===== src/rtl/mul_seq_r4_if.sv =====
// Operand/product handshake bundle for mul_seq_r4: valid/ready in, valid/ready out.
interface mul_seq_r4_if #(
    parameter int WIDTH = 8
);
    logic               in_valid;
    logic               in_ready;
    logic [WIDTH-1:0]   a;
    logic [WIDTH-1:0]   b;
    logic               out_valid;
    logic               out_ready;
    logic [2*WIDTH-1:0] product;
    logic               busy;

    modport master (
        output in_valid, a, b, out_ready,
        input  in_ready, out_valid, product, busy
    );

    modport slave (
        input  in_valid, a, b, out_ready,
        output in_ready, out_valid, product, busy
    );
endinterface


===== src/rtl/mul_seq_r4.sv =====
// Sequential unsigned WIDTH x WIDTH multiplier, one radix-4 digit of b per cycle,
// each digit multiplied against a by a row of exact 2x2 cells.
module mul_seq_r4 #(
    parameter int WIDTH = 8,
    parameter int CNT_W = $clog2(WIDTH/2) + 1
) (
    input logic         clk,
    input logic         rst_n,
    mul_seq_r4_if.slave bus
);
    if (WIDTH < 2 || (WIDTH % 2) != 0) begin : g_bad_width
        $error("mul_seq_r4: WIDTH must be even and >= 2");
    end

    typedef enum logic [1:0] {IDLE, BUSY, DONE} state_t;

    localparam int               DIGITS = WIDTH / 2;
    localparam logic [CNT_W-1:0] LAST   = CNT_W'(DIGITS - 1);

    state_t             state;
    logic [WIDTH-1:0]   a_reg;
    logic [WIDTH-1:0]   b_reg;
    logic [2*WIDTH-1:0] acc;
    logic [CNT_W-1:0]   cnt;
    logic [2*WIDTH-1:0] product;
    logic               out_valid;
    logic               busy;

    logic [1:0]         d;
    logic [WIDTH+1:0]   pp;
    logic [2*WIDTH-1:0] acc_next;

    function automatic logic [3:0] mul2(input logic [1:0] x, input logic [1:0] y);
        logic p00;
        logic p11;
        p00 = x[0] & y[0];
        p11 = x[1] & y[1];
        return {p11 & p00, p11 & ~p00, (x[1] & y[0]) ^ (x[0] & y[1]), p00};
    endfunction

    always_comb begin
        d  = 2'(b_reg >> {cnt, 1'b0});
        pp = '0;
        for (int i = 0; i < DIGITS; i++) begin
            pp = pp + ((WIDTH+2)'(mul2(a_reg[2*i +: 2], d)) << (2*i));
        end
        acc_next = acc + ((2*WIDTH)'(pp) << {cnt, 1'b0});
    end

    // DONE forwards out_ready so a new operand can be taken on the output handshake edge.
    assign bus.in_ready  = (state == IDLE) || (state == DONE && bus.out_ready);
    assign bus.out_valid = out_valid;
    assign bus.product   = product;
    assign bus.busy      = busy;

    always_ff @(posedge clk) begin
        if (!rst_n) begin
            state     <= IDLE;
            a_reg     <= '0;
            b_reg     <= '0;
            acc       <= '0;
            cnt       <= '0;
            product   <= '0;
            out_valid <= 1'b0;
            busy      <= 1'b0;
        end else begin
            case (state)
                IDLE: begin
                    if (bus.in_valid) begin
                        a_reg <= bus.a;
                        b_reg <= bus.b;
                        acc   <= '0;
                        cnt   <= '0;
                        busy  <= 1'b1;
                        state <= BUSY;
                    end
                end
                BUSY: begin
                    acc <= acc_next;
                    if (cnt == LAST) begin
                        product   <= acc_next;
                        out_valid <= 1'b1;
                        busy      <= 1'b0;
                        cnt       <= '0;
                        state     <= DONE;
                    end else begin
                        cnt <= cnt + 1'b1;
                    end
                end
                DONE: begin
                    if (bus.out_ready) begin
                        out_valid <= 1'b0;
                        if (bus.in_valid) begin
                            a_reg <= bus.a;
                            b_reg <= bus.b;
                            acc   <= '0;
                            cnt   <= '0;
                            busy  <= 1'b1;
                            state <= BUSY;
                        end else begin
                            state <= IDLE;
                        end
                    end
                end
                default: state <= IDLE;
            endcase
        end
    end
endmodule


===== src/flat_wrapper.sv =====
// flat-port wrapper written by rule: the top's interface ports become plain ports
module mul_seq_r4_flat 
#(
    parameter int WIDTH = 8,
    parameter int CNT_W = $clog2(WIDTH/2) + 1
)
  (clk, rst_n, bus_in_valid, bus_a, bus_b, bus_out_ready, bus_in_ready, bus_out_valid, bus_product, bus_busy);
  mul_seq_r4_if #(.WIDTH(WIDTH)) bus_i ();
  input logic clk;
  input logic rst_n;
  input wire logic [$bits(bus_i.in_valid)-1:0] bus_in_valid;
  input wire logic [$bits(bus_i.a)-1:0] bus_a;
  input wire logic [$bits(bus_i.b)-1:0] bus_b;
  input wire logic [$bits(bus_i.out_ready)-1:0] bus_out_ready;
  output wire logic [$bits(bus_i.in_ready)-1:0] bus_in_ready;
  output wire logic [$bits(bus_i.out_valid)-1:0] bus_out_valid;
  output wire logic [$bits(bus_i.product)-1:0] bus_product;
  output wire logic [$bits(bus_i.busy)-1:0] bus_busy;
  assign bus_i.in_valid = bus_in_valid;
  assign bus_i.a = bus_a;
  assign bus_i.b = bus_b;
  assign bus_i.out_ready = bus_out_ready;
  assign bus_in_ready = bus_i.in_ready;
  assign bus_out_valid = bus_i.out_valid;
  assign bus_product = bus_i.product;
  assign bus_busy = bus_i.busy;
  mul_seq_r4 #(.WIDTH(WIDTH), .CNT_W(CNT_W)) u_core (.clk(clk), .rst_n(rst_n), .bus(bus_i));
endmodule

===== config.mk =====
export PLATFORM = sky130hd
export DESIGN_NAME = mul_seq_r4_flat
export DESIGN_NICKNAME = d
export VERILOG_FILES = /design/src/rtl/mul_seq_r4_if.sv /design/src/rtl/mul_seq_r4.sv /design/src/flat_wrapper.sv
export SDC_FILE = /design/constraint.sdc
export NUM_CORES = 1
export LEC_CHECK = 0
export BUFFER_PORTS_ARGS = -buffer_cell sky130_fd_sc_hd__buf_4
export CORE_MARGIN = 5
export CORE_UTILIZATION = 52
export DETAILED_ROUTE_END_ITERATION = 10
export HOLD_SLACK_MARGIN = 0.12
export PLACE_DENSITY = 0.78
export SYNTH_ARGS = -nofsm -noshare
export SYNTH_HDL_FRONTEND = slang
export SYNTH_SLANG_ARGS = --single-unit

===== constraint.sdc =====
create_clock -name clk -period 5.3 [get_ports clk]
set_clock_uncertainty 0.05 [all_clocks]
set_input_delay 0.795 -clock clk [delete_from_list [all_inputs] [get_ports clk]]
set_output_delay 0.795 -clock clk [all_outputs]
set_load 0.01 [all_outputs]

==> results of run 1 <==
-- what timing repair did --
action,in CTS,in global routing
gates resized for setup,12,43
pin swaps,5,12
gates cloned,0,0
buffers inserted,1,5
hold buffers,0,0
setup endpoints to repair,6,16
-- synth_stat cells, drive strengths merged (2+ instances only) --
master,count
a211oi,9
a21boi,11
a21o,4
a21oi,25
a22oi,10
a31oi,2
a32o,3
and2,7
and3,4
buf,9
clkbuf,17
clkinv,2
dfxtp,55
fa,3
ha,25
inv,19
mux2,4
mux2i,22
nand2,63
nand2b,9
nand3,13
nand3b,2
nand4,4
nor2,24
nor2b,33
nor3,10
nor3b,5
o2111ai,2
o211a,5
o211ai,7
o21a,7
o21ai,26
o21bai,3
o31ai,5
o32ai,2
or2,2
or3,4
xnor2,10
xor2,5
-- per-stage QoR --
step                      TNS [ns]  instances  utilization (%)  area, sq um  worst slack (ns)
after detailed placement    -0.633        621             60.1         4380            -0.180
after floorplan                  0        489                -         3930            0.0146
after global placement           0        621             60.1         4380            0.0530
after CTS                        0        630             62.3         4540           0.00407
final                            0        635             65.5         4780             0.194
after global routing        -0.106        635             65.5         4780           -0.0634
-- metal layers --
layer | vias up | track usage [%] | wire length (um)
met2 | 108 | 36.5 | 4980
met5 | - | 0 | 0
met3 | 17 | 3.31 | 608
met1 | 1754 | 26.0 | 4440
met4 | 0 | 5.83 | 211
li1 | 1848 | - | -
-- area by class of cell --
type / instances / area [sq um]
Multi-Input combinational cell: 387 / 2870
Fill cell: 640 / 2510
Sequential cell: 55 / 1110
Timing Repair Buffer: 65 / 488
Tap cell: 99 / 124
Inverter: 21 / 78.8
Clock buffer: 6 / 72.6
Clock inverter: 2 / 38.8
-- tightest hold or removal path: cells and delay by family, from the launching register on --
kind,cells,cell delay [ns]
AOI/OAI and AO/OA,1,0.06
DFF,1,0.32
and+or+nand+nor,1,0.05
-- power groups by stage --
stage | logic, W | registers, W | clock network, W
6_report | 0.000145 | 0.000439 | 0.000292
5_1_grt | 0.000158 | 0.000440 | 0.000316
4_1_cts | 0.000134 | 0.000437 | 0.000297
3_5_place_dp | 0.000131 | 0.000447 | 0
3_3_place_gp | 0.000128 | 0.000446 | 0
2_1_floorplan | 0.0000931 | 0.000441 | 0
-- path summary, 6_finish.rpt --
check                        startpoint                    end  slack [ns]  cells after the start
setup / recovery          u_core.cnt[0]         u_core.acc[15]        0.19                     23
hold / removal    u_core.bus.product[0]  u_core.bus.product[0]        0.42                      2
setup reg to reg          u_core.cnt[0]         u_core.acc[15]        0.19                     23
hold reg to reg   u_core.bus.product[0]  u_core.bus.product[0]        0.42                      2
-- logic make-up after synthesis --
| logic type | count (synthesis) | synth area share (%) |
|---|---|---|
| and+or+nand+nor | 186 | 24.1 |
| DFF | 55 | 28.1 |
| AOI/OAI and AO/OA | 132 | 23.2 |
| adders and majority gates | 28 | 9.51 |
| muxes | 26 | 6.77 |
| xor gates and xnor gates | 15 | 3.35 |
| buffers and inverters | 47 | 4.98 |
==> impl_metrics.py, run 1 <==
metrics = {
    "floorplanning": {
        "core_sq_um": 7290,
        "die_width_um": 96.8,
        "die_h_um": 96.8,
        "initial_core_util_pct": 53.7,
        "std_cell_rows": 31,
        "die-area_sq_um": 9370,
        "io-pin-count": 39,
    },
    "cells_and_area": {
        "final_cell_mix": "buf_4 (65), nand2_1 (59), dfxtp_1 (53)",
        "final_common_cell": "buf_4",
        "fin_nets": 583,
        "reg_top3": "u_core.acc x16, u_core.bus.product x16",
        "final_layout_size_suffix_gt1_share_pct": 22.8,
        "area_growth_pct": 21.9,
        "n_antenna_cell": 0,
    },
    "timing": {
        "fmax_ghz": 0.196,
        "finalCritPeriodShare_pct": 96.3,
        "setup_viol": 0,
        "slew_violations": 0,
        "maxSlewHeadroom_pct": 35.4,
        "worst_slew_pin_slew_ns": 0.968,
        "holdWs_ns": 0.422,
        "post-route-min-period_ns": 5.11,
        "hold_violations": 0,
        "rsz0062_at_grt": "yes",
    },
    "min_path": {
        "hold_path_class": "register to register",
    },
    "drt": {
        "drt_iter0_drc": 214,
        "firstDrtPassIters": 4,
        "detail-route-antenna-nets": 0,
        "route.detailed.drc": 0,
        "routed_via_density": 5.87,
        "totalWireLength_mm": 10.2,
        "vias": 3727,
        "wl_per_cell_um": 16.1,
    },
    "synthesis": {
        "syn_area_sq_um": 3920,
        "yosys_warnings": 0,
        "syn-num-nets": 537,
        "syn_inst": 489,
        "synth_area_leaders": "dfxtp_1 (28%), ha_1 (8.0%), nand2_1 (6.0%)",
        "syn_area_per_cell_sq_um": 8.01,
        "ys_ff_latch": 55,
        "synth_top_area_share_pct": 28.1,
        "synth.largest_area_cell": "dfxtp_1",
        "synth_enable_flop_cells": 0,
        "yosysUniqueCellTypes": 63,
        "synthArstFlopShare_pct": 0,
        "ys_seq_area_share_pct": 28.1,
        "ys.flop_type": "dfxtp_1",
    },
    "setup_path": {
        "crit_chain": "mux2_2 -> a22o_4 -> nand2_2 -> xor2_2 -> inv_2 -> fa_2 -> xor2_1 -> ha_1 -> ha_1 -> inv_1 -> fa_2 -> nand2b_4 -> a21o_1 -> xnor2_2 -> o211a_1 -> o32ai_2 -> ha_2 -> nand2_2 -> a21boi_0 -> o21ai_1 -> a211oi_2 -> or3_1 -> a32o_1",
        "required_ns": 5.46,
        "crit_type": "register to register",
        "arrival_ns": 5.27,
        "crit_buf_inv": 2,
        "crit_slowest_cell": "dfxtp_4",
        "path_max_fanout": 6,
        "end_kind": "register",
        "cp_top_family": "compound AO/OA/AOI/OAI gates",
        "cp_slowest_stage_delay_ns": 0.40,
        "critPathLaunchType": "register",
    },
    "global_routing": {
        "grt_pass1_wl_mm": 16.6,
        "grt_max_degree": 57,
        "grt_use_total_pct": 20.7,
        "overflow": 0,
        "grt_pass1_vias": 3544,
        "antenna_found_initial": 0,
    },
    "power_and_ir_drop": {
        "power_density_nw_per_um2": 183,
        "power_w": 0.000876,
        "swShare_pct": 27.6,
        "p_int_w": 0.000634,
        "seqPwrFrac_pct": 50.1,
        "power_frac_clock_pct": 33.3,
        "power.switching_w": 0.000242,
        "worst_ir_drop_vdd_mv": 0.107,
        "combPwrFrac_pct": 16.6,
        "leakage_nw": 1.90,
    },
    "clocking": {
        "path_clk_slew_ns": 0.10,
        "tritoncts": "yes",
        "clock_latency_ns": 0.32,
        "cts_buffer_depth": 2,
        "numClockSinks": 55,
        "cts_htree_levels": 2,
        "numCtsBuffers": 5,
        "clock-root-buffer": "clkbuf_8",
    },
    "job": {
        "maxCapViolCount": 0,
    },
    "placement": {
        "place_hpwl_mm": 7.11,
        "gp_congestion": 0.953,
        "io_buffers": 38,
    },
    "outcome": {
        "outcome": "completed",
    },
}
Power figures use the tool's default switching activity.
==> inputs of run 2 (changes only) <==
--- a/config.mk
+++ b/config.mk
@@ -6,11 +6,12 @@
 export NUM_CORES = 1
 export LEC_CHECK = 0
 export BUFFER_PORTS_ARGS = -buffer_cell sky130_fd_sc_hd__buf_4
+export CORE_ASPECT_RATIO = 0.75
 export CORE_MARGIN = 5
 export CORE_UTILIZATION = 52
 export DETAILED_ROUTE_END_ITERATION = 10
 export HOLD_SLACK_MARGIN = 0.12
-export PLACE_DENSITY = 0.78
+export PLACE_DENSITY = 0.76
 export SYNTH_ARGS = -nofsm -noshare
 export SYNTH_HDL_FRONTEND = slang
 export SYNTH_SLANG_ARGS = --single-unit
==> constraint.sdc (replaced) <==
create_clock -name clk -period 6.6 [get_ports clk]
set_clock_uncertainty 0.05 [all_clocks]
set_input_delay 0.99 -clock clk [delete_from_list [all_inputs] [get_ports clk]]
set_output_delay 0.99 -clock clk [all_outputs]
set_load 0.01 [all_outputs]
==> run 2 against run 1 <==
Worst setup slack improved by 0.26 ns. Final cell count shrank 3.0%. Worst hold slack worse by 0.0018 ns. Count of clock-buffer cells in the layout decreased by 1. Sequential share of layout area increased by 2.1 points. Combinational power shrank 30%. Maximum frequency shrank 17%. Via count fell by 2.8%.
==> impl_metrics.py, run 2 (same netlist as run 1, synthesis figures left out) <==
metrics = {
    "outcome": {
        "outcome": "completed",
    },
    "floorplanning": {
        "std_cell_rows": 27,
        "initial_core_util_pct": 53.5,
        "die-area_sq_um": 9390,
        "die_width_um": 110,
        "die_h_um": 85.2,
        "io-pin-count": 39,
        "core_sq_um": 7330,
    },
    "timing": {
        "maxSlewHeadroom_pct": 30.7,
        "setup_viol": 0,
        "rsz0062_at_grt": "no",
        "post-route-min-period_ns": 6.15,
        "finalCritPeriodShare_pct": 93.1,
        "fin_tns_setup_ns": 0,
        "slew_violations": 0,
        "holdWs_ns": 0.420,
        "hold_violations": 0,
        "worst_slew_pin_slew_ns": 1.04,
        "fmax_ghz": 0.163,
    },
    "drt": {
        "vias": 3622,
        "wl_per_cell_um": 15.4,
        "detail-route-antenna-nets": 0,
        "drt_iter0_drc": 256,
        "firstDrtPassIters": 7,
        "route.detailed.drc": 0,
        "routed_via_density": 5.88,
        "totalWireLength_mm": 9.47,
    },
    "cells_and_area": {
        "final_common_cell": "nand2_1",
        "utilization_pct": 59.4,
        "n_antenna_cell": 0,
        "fin_nets": 562,
        "final_cell_mix": "nand2_1 (63), dfxtp_1 (55), buf_4 (44)",
        "final_layout_size_suffix_gt1_share_pct": 12.0,
        "nFillCells": 698,
        "area_growth_pct": 11.2,
        "reg_top3": "u_core.acc x16, u_core.bus.product x16",
        "final_cells": 616,
    },
    "setup_path": {
        "critPathLaunchType": "register",
        "crit_type": "register to register",
        "end_kind": "register",
        "arrival_ns": 6.31,
        "required_ns": 6.77,
        "path_max_fanout": 22,
    },
    "placement": {
        "gp_congestion": 0.938,
        "place_hpwl_mm": 7.06,
        "io_buffers": 38,
        "dp_cells": 608,
    },
    "power_and_ir_drop": {
        "combPwrFrac_pct": 15.6,
        "power_w": 0.000654,
        "swShare_pct": 29.2,
        "leakage_nw": 1.72,
        "worst_ir_drop_vdd_mv": 0.0917,
        "power_frac_clock_pct": 30.8,
        "power.switching_w": 0.000191,
        "p_int_w": 0.000463,
        "seqPwrFrac_pct": 53.7,
        "power_density_nw_per_um2": 150,
    },
    "clocking": {
        "numCtsBuffers": 5,
        "cts_htree_levels": 2,
        "numClockSinks": 55,
        "clock_latency_ns": 0.32,
        "clock-root-buffer": "clkbuf_8",
        "path_clk_slew_ns": 0.11,
        "hold_buffers": 0,
        "tritoncts": "yes",
        "cts_buffer_depth": 2,
    },
    "global_routing": {
        "grt_pass1_vias": 3230,
        "grt_pass1_wl_mm": 15.3,
        "grt_max_degree": 57,
        "overflow": 0,
        "antenna_found_initial": 0,
        "grt_use_total_pct": 20.1,
    },
    "job": {
        "maxCapViolCount": 0,
    },
    "min_path": {
        "hold_path_class": "register to register",
    },
}
[run 2: cell count changes in the layout (fill, tap and decap cells not counted), sizes merged]
| cell | before | now |
|---|---|---|
| bufinv | 1 | 0 |
| clkinvlp | 0 | 1 |
| clkbuf | 6 | 5 |
| buf | 65 | 44 |
| clkinv | 2 | 3 |
[run 2: final timing paths]
kind / startpoint / endpoint / slack [ns] / cells after the start
setup / recovery: u_core.cnt[2] / u_core.acc[15] / 0.45 / 24
hold / removal: u_core.bus.product[6] / u_core.bus.product[6] / 0.42 / 2
setup reg to reg: u_core.cnt[2] / u_core.acc[15] / 0.45 / 24
hold reg to reg: u_core.bus.product[6] / u_core.bus.product[6] / 0.42 / 2
[run 2: what timing repair did]
item / CTS / global route
hold endpoints to repair: 0 / 0
setup endpoints to repair: 0 / 1
buffers inserted: 0 / 0
resized for setup: 0 / 2
[run 2: critical path, stage by stage (launching register included)]
cell and delay [ns]:
dfxtp_1 0.54, or2_4 0.37, o22ai_1 0.32, buf_4 0.23, nand2_1 0.07, xor2_1 0.20, inv_1 0.09, fa_1 0.40
xor2_1 0.18, ha_1 0.18, ha_1 0.17, inv_1 0.06, fa_1 0.39, nand2b_1 0.20, a21o_1 0.21, xnor2_1 0.21
o211a_1 0.16, o32ai_1 0.08, ha_1 0.25, a21oi_1 0.41, o21ai_0 0.24, a211oi_1 0.36, a211oi_2 0.12, or3_1 0.32
a32o_1 0.25
[run 2: stage by stage]
stage	instance area (sq um)	setup slack [ns]
5_1_grt	4360	0.0515
2_1_floorplan	3920	1.10
3_3_place_gp	4260	0.868
3_5_place_dp	4260	0.508
6_report	4360	0.452
4_1_cts	4350	0.471
[run 2: per-layer routing]
layer / part of all wire (%) / vias up / routed length [um] / GRT usage [%]
li1: - / 1802 / - / -
met1: 49 / 1674 / 4610 / 29.1
met2: 44 / 128 / 4180 / 30.8
met3: 5.7 / 18 / 541 / 3.19
met4: 1.4 / 0 / 131 / 5.26
met5: 0 / - / 0 / 0
[run 2: power groups by stage]
stage	clock (W)	combinational, W	sequential (W)
2_1_floorplan	0	0.0000745	0.000354
3_3_place_gp	0	0.0000983	0.000358
3_5_place_dp	0	0.000101	0.000359
4_1_cts	0.000208	0.000101	0.000351
5_1_grt	0.000221	0.000112	0.000352
6_report	0.000201	0.000102	0.000351
[run 2: layout make-up]
type	count	area [sq um]	share of cell area (%)
clock buffer	5	68.8	1.58
clock inverter	3	23.8	0.546
inverter	21	78.8	1.81
multi-input combinational	387	2630	60.3
sequential	55	1100	25.3
tap	101	126	2.90
timing repair buffer	44	330	7.58
==> inputs of run 3 (changes only) <==
--- a/config.mk
+++ b/config.mk
@@ -5,13 +5,14 @@
 export SDC_FILE = /design/constraint.sdc
 export NUM_CORES = 1
 export LEC_CHECK = 0
-export BUFFER_PORTS_ARGS = -buffer_cell sky130_fd_sc_hd__buf_4
 export CORE_ASPECT_RATIO = 0.75
 export CORE_MARGIN = 5
 export CORE_UTILIZATION = 52
+export CTS_BUF_LIST = sky130_fd_sc_hd__clkbuf_8
 export DETAILED_ROUTE_END_ITERATION = 10
+export DONT_BUFFER_PORTS = 1
 export HOLD_SLACK_MARGIN = 0.12
-export PLACE_DENSITY = 0.76
+export PLACE_DENSITY = 0.71
 export SYNTH_ARGS = -nofsm -noshare
 export SYNTH_HDL_FRONTEND = slang
 export SYNTH_SLANG_ARGS = --single-unit
==> run 3 against run 2 <==
Combinational power is 15% lower. Clock power hardly changed. Core utilization down 3.9 points. Wire length fell by 2.7%. Flip-flop and latch count unchanged. Largest cell class unchanged. Die area unchanged. Global-route usage decreased by 0.24 points. Non-clock buffer count shrank 38. Largest power group unchanged. Sequential share of layout area increased by 1.8 points. Worst setup slack better by 0.090 ns. Worst hold slack improved by 0.022 ns. Critical path type unchanged. Cell area fell by 6.6%.
==> impl_metrics.py, run 3 (same netlist as run 1, synthesis figures left out) <==
metrics = {
    "outcome": {
        "outcome": "completed",
    },
    "floorplanning": {
        "die_h_um": 85.2,
        "std_cell_rows": 27,
        "die-area_sq_um": 9390,
        "core_sq_um": 7330,
        "die_width_um": 110,
        "initial_core_util_pct": 53.5,
        "io-pin-count": 39,
    },
    "timing": {
        "fmax_ghz": 0.165,
        "slew_violations": 0,
        "post-route-min-period_ns": 6.06,
        "maxSlewHeadroom_pct": 31.2,
        "worst_slew_pin_slew_ns": 1.03,
        "setup_viol": 0,
        "rsz0062_at_grt": "no",
        "hold_violations": 0,
        "fin_tns_setup_ns": 0,
        "finalCritPeriodShare_pct": 91.8,
    },
    "power_and_ir_drop": {
        "swShare_pct": 27.4,
        "p_int_w": 0.000462,
        "power_w": 0.000636,
        "combPwrFrac_pct": 13.6,
        "worst_ir_drop_vdd_mv": 0.0921,
        "power.switching_w": 0.000174,
        "power_frac_clock_pct": 31.3,
        "leakage_nw": 1.53,
        "power_density_nw_per_um2": 156,
        "seqPwrFrac_pct": 55.1,
    },
    "clocking": {
        "numCtsBuffers": 5,
        "path_clk_slew_ns": 0.10,
        "numClockSinks": 55,
        "cts_buffer_depth": 2,
        "tritoncts": "yes",
        "hold_buffers": 0,
        "clock-root-buffer": "clkbuf_8",
        "clock_latency_ns": 0.31,
        "cts_htree_levels": 2,
    },
    "cells_and_area": {
        "fin_nets": 524,
        "n_antenna_cell": 0,
        "area_growth_pct": 3.86,
        "final_layout_size_suffix_gt1_share_pct": 4.62,
        "final_common_cell": "nand2_1",
        "final_cell_mix": "nand2_1 (63), dfxtp_1 (55), nor2b_1 (33)",
        "nFillCells": 721,
        "final_cells": 577,
        "reg_top3": "u_core.acc x16, u_core.bus.product x16",
    },
    "drt": {
        "totalWireLength_mm": 9.21,
        "routed_via_density": 5.97,
        "wl_per_cell_um": 16.0,
        "firstDrtPassIters": 5,
        "drt_iter0_drc": 302,
        "detail-route-antenna-nets": 0,
        "route.detailed.drc": 0,
        "vias": 3444,
    },
    "placement": {
        "place_hpwl_mm": 6.86,
        "io_buffers": 0,
        "gp_congestion": 0.875,
        "dp_cells": 570,
    },
    "global_routing": {
        "grt_use_total_pct": 19.8,
        "antenna_found_initial": 0,
        "grt_pass1_wl_mm": 15.1,
        "overflow": 0,
        "grt_pass1_vias": 3158,
        "grt_max_degree": 57,
    },
    "setup_path": {
        "crit_type": "register to register",
        "arrival_ns": 6.22,
        "r2r_start": "u_core.cnt[2]",
        "r2r_cells": 22,
        "r2r_end": "u_core.acc[15]",
        "critPathLaunch": "u_core.cnt[2]",
        "end_kind": "register",
        "critPathLaunchType": "register",
        "r2r_setup_slack_ns": 0.54,
        "required_ns": 6.76,
        "path_max_fanout": 22,
    },
    "job": {
        "maxCapViolCount": 0,
    },
    "min_path": {
        "hold_path_depth": 2,
        "hold_path_class": "register to register",
        "whs_endpoint": "u_core.acc[10]",
        "hp-start": "u_core.acc[10]",
    },
}
[run 3: worst max path at each step]
stage	end	cells after the start	slack (ns)
final	u_core.acc[15]	22	0.54
after detailed placement	u_core.acc[15]	22	0.50
after CTS	u_core.acc[15]	22	0.48
after global routing	u_core.acc[15]	22	0.10
after global placement	u_core.bus.product[14]	22	0.87
after floorplan	u_core.acc[15]	24	1.10
[run 3: cell type report]
cell class | count | area (sq um) | share of cell area (%)
clock buffer | 6 | 82.6 | 2.03
multi-input combinational | 387 | 2630 | 64.6
sequential | 55 | 1100 | 27.1
clock inverter | 1 | 8.76 | 0.215
inverter | 21 | 78.8 | 1.94
timing repair buffer | 6 | 45.0 | 1.11
tap | 101 | 126 | 3.10
[run 3: what timing repair did]
item | in CTS | in global routing
setup endpoints to repair | 0 | 1
resized for setup | 0 | 1
buffers inserted | 0 | 0
[run 3: worst max-delay path, stage by stage (launching register included)]
cell and delay (ns):
dfxtp_1 0.54, nor2b_1 0.35, a22o_1 0.43, nand2_1 0.19, or3_1 0.36, fa_1 0.39
xor2_1 0.17, ha_1 0.16, ha_1 0.16, inv_1 0.05, fa_1 0.39, nand2b_1 0.19
a21o_1 0.21, xnor2_1 0.22, o211a_1 0.16, o32ai_1 0.08, ha_1 0.25, a21oi_1 0.40
o21ai_0 0.22, a211oi_1 0.32, a211oi_2 0.12, or3_1 0.32, a32o_1 0.24
[run 3: through the flow]
step                area (sq um)  utilization (%)  hold WS (ns)  setup slack, ns
finish                      4070             55.5         0.442            0.543
global route                4070             55.5         0.482            0.101
floorplan                   3920                -         0.382             1.10
CTS                         4070             55.5         0.439            0.477
detailed placement          3970             54.2         0.419            0.501
global placement            3970             54.2         0.410            0.867
[run 3: power groups by stage]
stage	registers [W]	clock network, W	logic (W)
detailed placement	0.000358	0	0.0000857
global placement	0.000358	0	0.0000842
global route	0.000352	0.000221	0.0000958
finish	0.000351	0.000199	0.0000864
floorplan	0.000354	0	0.0000745
CTS	0.000351	0.000209	0.0000862
[run 3: per-layer routing]
layer | GRT usage (%) | vias to the layer above | part of all wire, %
li1 | - | 1721 | -
met1 | 28.9 | 1603 | 50
met2 | 30.2 | 109 | 43
met3 | 3.80 | 11 | 6.5
met4 | 4.47 | 0 | 1.1
met5 | 0 | - | 0
